**config.mk**
```make
export PLATFORM = sky130hd
export DESIGN_NAME = stream_response_serializer
export DESIGN_NICKNAME = d
export VERILOG_FILES = /design/src/rtl/stream_serializer_pkg.sv /design/src/rtl/stream_response_serializer_keep_last_word_finder.sv /design/src/rtl/stream_response_serializer.sv
export SDC_FILE = /design/constraint.sdc
export NUM_CORES = 1
export LEC_CHECK = 0
export CORE_MARGIN = 1.5
export CORE_UTILIZATION = 45
export CTS_BUF_LIST = sky130_fd_sc_hd__clkbuf_4 sky130_fd_sc_hd__clkbuf_8 sky130_fd_sc_hd__clkbuf_16
export CTS_CLUSTER_SIZE = 16
export DETAILED_ROUTE_END_ITERATION = 16
export HOLD_SLACK_MARGIN = 0.06
export PLACE_DENSITY = 0.86
export SETUP_SLACK_MARGIN = 0.02
export SKIP_LAST_GASP = 1
export SYNTH_ARGS = -nofsm -noshare
export SYNTH_HDL_FRONTEND = slang
export SYNTH_SLANG_ARGS = --single-unit
```
**constraint.sdc**
```tcl
create_clock -name i_clk -period 2.8 [get_ports i_clk]
set_input_delay 0.84 -clock i_clk [delete_from_list [all_inputs] [get_ports i_clk]]
set_output_delay 0.84 -clock i_clk [all_outputs]
set_load 0.05 [all_outputs]
```
**src/rtl/stream_serializer_pkg.sv**
```systemverilog
// stream_serializer_pkg: shared state encoding and default widths for the wide-to-narrow stream serializer
package stream_serializer_pkg;
    typedef enum logic {IDLE, SEND} state_t;
    localparam int DEF_INPUT_DATA_WIDTH  = 512;
    localparam int DEF_OUTPUT_DATA_WIDTH = 32;
endpackage

```
**src/rtl/stream_response_serializer_keep_last_word_finder.sv**
```systemverilog
// keep_last_word_finder: priority-encodes the highest narrow word with any keep bit set and flags an all-zero keep
module keep_last_word_finder #(
    parameter int WORDS = 16,
    parameter int KW    = 4,
    parameter int IW    = WORDS > 1 ? $clog2(WORDS) : 1
) (
    input  logic [WORDS*KW-1:0] keep,
    output logic [IW-1:0]       last_idx,
    output logic                none
);
    always_comb begin
        last_idx = '0;
        for (int i = 0; i < WORDS; i++)
            if (|keep[i*KW +: KW]) last_idx = IW'(i);
    end
    assign none = ~|keep;
endmodule

```
**src/rtl/stream_response_serializer.sv**
```systemverilog
// stream_response_serializer: splits each wide AXI-Stream beat into narrow words 0..L (L = highest word with keep set).
// Define SERIALIZER_BYTE_SWAP_EN to byte-reverse every output word and its keep.
module stream_response_serializer
    import stream_serializer_pkg::*;
#(
    parameter int INPUT_DATA_WIDTH  = DEF_INPUT_DATA_WIDTH,
    parameter int OUTPUT_DATA_WIDTH = DEF_OUTPUT_DATA_WIDTH
) (
    input  logic                           i_clk,
    input  logic                           i_aresetn,
    input  logic                           i_input_TVALID,
    output logic                           o_input_TREADY,
    input  logic [INPUT_DATA_WIDTH-1:0]    i_input_TDATA,
    input  logic [INPUT_DATA_WIDTH/8-1:0]  i_input_TKEEP,
    input  logic                           i_input_TLAST,
    output logic                           o_output_TVALID,
    input  logic                           i_output_TREADY,
    output logic [OUTPUT_DATA_WIDTH-1:0]   o_output_TDATA,
    output logic [OUTPUT_DATA_WIDTH/8-1:0] o_output_TKEEP,
    output logic                           o_output_TLAST
);
    localparam int R  = INPUT_DATA_WIDTH / OUTPUT_DATA_WIDTH;
    localparam int KW = OUTPUT_DATA_WIDTH / 8;
    localparam int CW = R > 1 ? $clog2(R) : 1;

    state_t                          state, next_state;
    logic                            ready_en;
    logic [INPUT_DATA_WIDTH-1:0]     data_q;
    logic [INPUT_DATA_WIDTH/8-1:0]   keep_q;
    logic                            last_q;
    logic [CW-1:0]                   last_idx, new_idx, cnt;
    logic                            new_none, in_fire, out_fire, at_last;
    logic [OUTPUT_DATA_WIDTH-1:0]    word;
    logic [KW-1:0]                   word_keep;

    keep_last_word_finder #(.WORDS(R), .KW(KW), .IW(CW)) finder (
        .keep(i_input_TKEEP),
        .last_idx(new_idx),
        .none(new_none)
    );

    assign in_fire   = i_input_TVALID & o_input_TREADY;
    assign out_fire  = o_output_TVALID & i_output_TREADY;
    assign at_last   = cnt == last_idx;
    assign word      = data_q[cnt*OUTPUT_DATA_WIDTH +: OUTPUT_DATA_WIDTH];
    assign word_keep = keep_q[cnt*KW +: KW];

    always_ff @(posedge i_clk or negedge i_aresetn)
        if (!i_aresetn) state <= IDLE;
        else            state <= next_state;

    always_comb
        next_state = in_fire ? (new_none ? IDLE : SEND)
                   : (state == SEND && out_fire && at_last) ? IDLE : state;

    // ready_en holds input ready low until the first edge after reset release
    always_ff @(posedge i_clk or negedge i_aresetn)
        if (!i_aresetn) begin
            ready_en <= 1'b0;
            data_q   <= '0;
            keep_q   <= '0;
            last_q   <= 1'b0;
            last_idx <= '0;
            cnt      <= '0;
        end else begin
            ready_en <= 1'b1;
            if (in_fire) begin
                data_q   <= i_input_TDATA;
                keep_q   <= i_input_TKEEP;
                last_q   <= i_input_TLAST;
                last_idx <= new_idx;
                cnt      <= '0;
            end else if (out_fire && !at_last) begin
                cnt <= cnt + CW'(1);
            end
        end

    always_comb begin
        o_output_TVALID = state == SEND;
        o_input_TREADY  = state == IDLE ? ready_en : i_output_TREADY & at_last;
        o_output_TLAST  = state == SEND && last_q && at_last;
`ifdef SERIALIZER_BYTE_SWAP_EN
        o_output_TDATA  = '0;
        o_output_TKEEP  = '0;
        for (int b = 0; b < KW; b++) begin
            o_output_TDATA[b*8 +: 8] = word[(KW-1-b)*8 +: 8];
            o_output_TKEEP[b]        = word_keep[KW-1-b];
        end
`else
        o_output_TDATA  = word;
        o_output_TKEEP  = word_keep;
`endif
    end
endmodule

```
==> impl_metrics.toml <==
[status]
outcome = "finished, violations left"
violations = "setup timing"

[synth]
syn_area_um2 = 26250
syn_nets = 2110
seq_area_frac_synth_pct = 55.96
ys_ff_latch = 587
avgSynthCellArea_um2 = 17.18
synthCells = 1528
synth.distinct_cells = 33
synth_warnings = 0

[sta]
hold_viol_final = 0
fin_crit_sh_pct = 127.2
drv_slew = 0
layout_setup_ws_ns = -0.7616
relSlewSlack_pct = 61.73
setup_violations = 339
fin_skew_ns = 0.02832
worst_pin_slew_ns = 0.5741
fin_hold_ws_ns = 0.1719
fin_crit_ns = 3.562
fmax_mhz = 280.8
grt_setup_unrepaired = "yes"

[cells_and_area]
drive_gt1_share_pct = 21.82
layout_commonest_cell = "dfrtp_1"
syn_to_final_growth_pct = 43.32
finalNetCount = 2849
fin_area_um2 = 37620
fillerInstances = 3859
final_cell_mix = "dfrtp_1 (583), clkdlybuf4s50_1 (579), mux2_1 (575), mux4_2 (180), buf_4 (101)"

[critical_path]
end_kind = "output port"
r2r_start = "cnt[0]"
required_ns = 1.96
crit_path_cell_trace = "buf_12 > buf_4 > mux4_2 > mux4_2 > buf_4"
slowest_stage = "mux4_2"
crit_fanout = 18
cp-start-kind = "register"
cp_data_arrival_time_ns = 2.72
crit_type = "reg2out"
cp-startpoint = "cnt[0]"
critPathMaxStageDelay_ns = 0.52

[run]
drv_cap = 0

[floorplanning]
dieArea_um2 = 59790
ios = 620
core_area_um2 = 57700
rows = 88
die_height_um = 244.5
die_w_um = 244.5
initial_utilization_pct = 45.50

[global_routing]
grt.total_usage_pct = 26.00
grt_pass1_vias = 18794
grt_max_degree = 61
overflow = 0
grt_first_pass_wirelength_mm = 116.4
antenna_found_initial = 18

[placed_design]
dp_hpwl_mm = 58.02
placed_cell_area_um2 = 34060
post-place-ws_ns = -0.1421
globalplace.congestion = 0.9452
portBuffers = 619

[route]
routed_wl_mm = 84.42
num_vias = 17671
viasPerCell = 5.715
antenna_left = 0
dr.pass1.iters = 5
drt_first_iter_violations = 1039
drcViolationCount = 0
wl_per_cell_um = 27.30

[clock_network]
tritoncts = "built"
cts_root_buf = "clkbuf_16"
cts_hold_buf = 0
clk_latency_ns = 0.62
clkSinkCount = 587
clock_path_buffers = 3
cts_made_buffers = 60
htree_num_levels = 2
path_clk_slew_ns = 0.06

[worst_hold_path]
hold_class = "in2async"

[power_and_ir_drop]
p_per_area_nw_per_um2 = 1138
p_leak_uw = 0.01559
ir_worst_vdd_uv = 947.6
synth_stat cells:
cell	number	area (µm²)
dfrtp_1	587	14690
buf_4	9	67.56
nand2b_1	2	12.51
or4_1	4	30.03
nand2_1	9	33.78
nor4_1	13	81.33
xor2_1	2	17.52
nor2b_1	2	12.51
ha_1	1	12.51
and3_1	3	18.77
and2_1	1	6.260
mux4_2	180	4054
and4_1	1	8.760
nor3_1	1	5.000
clkbuf_1	21	78.83
a31o_2	1	8.760
xnor2_1	5	43.79
a41oi_1	2	17.52
mux2_1	577	6497
buf_2	73	365.4
nand4_1	3	18.77
a31o_1	1	8.760
conb_1	1	3.750
nor2_1	10	37.54
a21oi_1	3	15.01
a22o_1	2	17.52
buf_6	1	11.26
o21ai_0	3	15.01
o21bai_1	1	7.510
a31oi_1	3	18.77
buf_1	3	11.26
mux2i_1	2	20.02
nand3_1	1	5.000
per-layer routing:
metal  GRT usage, %  share of wire (%)
met1          33.47                 38
met2          42.86                 50
met3          5.268                7.8
met4          11.27                4.4
met5              0              0.088
power by group:
group	leakage, µW	internal (µW)	switching (µW)	total (µW)
Clock	0.00107	5080	3360	8440
Combinational	0.00749	10100	8700	18800
Sequential	0.00703	12800	2750	15500
Total	0.0156	28000	14800	42800
through the flow:
step / cells / power [µW] / util [%] / setup TNS (ns)
6_report: 3092 / 42810 / 65.21 / -42.99
2_1_floorplan: 1528 / 26810 / - / 0
3_5_place_dp: 2904 / 33070 / 59.03 / -3.545
3_3_place_gp: 2904 / 32250 / 59.03 / -2.659
4_1_cts: 3017 / 41860 / 62.84 / -28.53
5_1_grt: 3088 / 44660 / 65.20 / -67.25
final cells by class:
| type | count | area (µm²) | area share, % |
|---|---|---|---|
| sequential | 587 | 14700 | 39.07 |
| multi-input combinational | 834 | 11060 | 29.41 |
| timing repair buffer | 784 | 8765 | 23.29 |
| clock buffer | 93 | 1892 | 5.028 |
| tap | 765 | 957.2 | 2.544 |
| clock inverter | 16 | 212.7 | 0.5653 |
| antenna | 13 | 32.53 | 0.08646 |
sequential cells by signal, indices dropped and copies added, names as in the netlist:
register         flops
last_idx             4
last_q               1
o_output_TVALID      1
cnt                  4
keep_q              64
ready_en             1
data_q             512
kinds of logic (layout without fill, tap and decap cells):
| family | Yosys count | in the layout | synth area share, % |
|---|---|---|---|
| AOI/OAI and AO/OA | 16 | 16 | 0.4147 |
| other | 1 | 14 | 0.01428 |
| DFF | 587 | 587 | 55.96 |
| adders and majority gates | 1 | 1 | 0.04765 |
| muxes | 759 | 759 | 40.27 |
| buffers and inverters | 107 | 893 | 2.035 |
| xor gates and xnor gates | 7 | 7 | 0.2335 |
| and+or+nand+nor | 50 | 50 | 1.030 |
critical path, delay by kind of cell, from the launching register on:
kind	cells	cell delay [ns]
multiplexers	2	1.01
buffers and inverters	3	0.59
flip-flops	1	0.47
path summary, 6_finish.rpt:
path	endpoint	slack, ns	depth (start not counted)
max	o_output_TDATA[3]	-0.76	5
min in group i_clk	data_q[240]	0.48	1
min	data_q[65]	0.17	1
min reg2reg	data_q[240]	0.48	1
max reg2reg	data_q[354]	-0.13	12
max in group asynchronous	data_q[203]	1.71	3
repair_timing:
item                       4_1_cts  5_1_grt
pin swaps                        3        1
gates cloned                     1       38
buffers inserted                 3       24
gates resized for setup         13       36
setup endpoints to repair       39      533
Note: power is estimated with default switching activity, not from simulation.
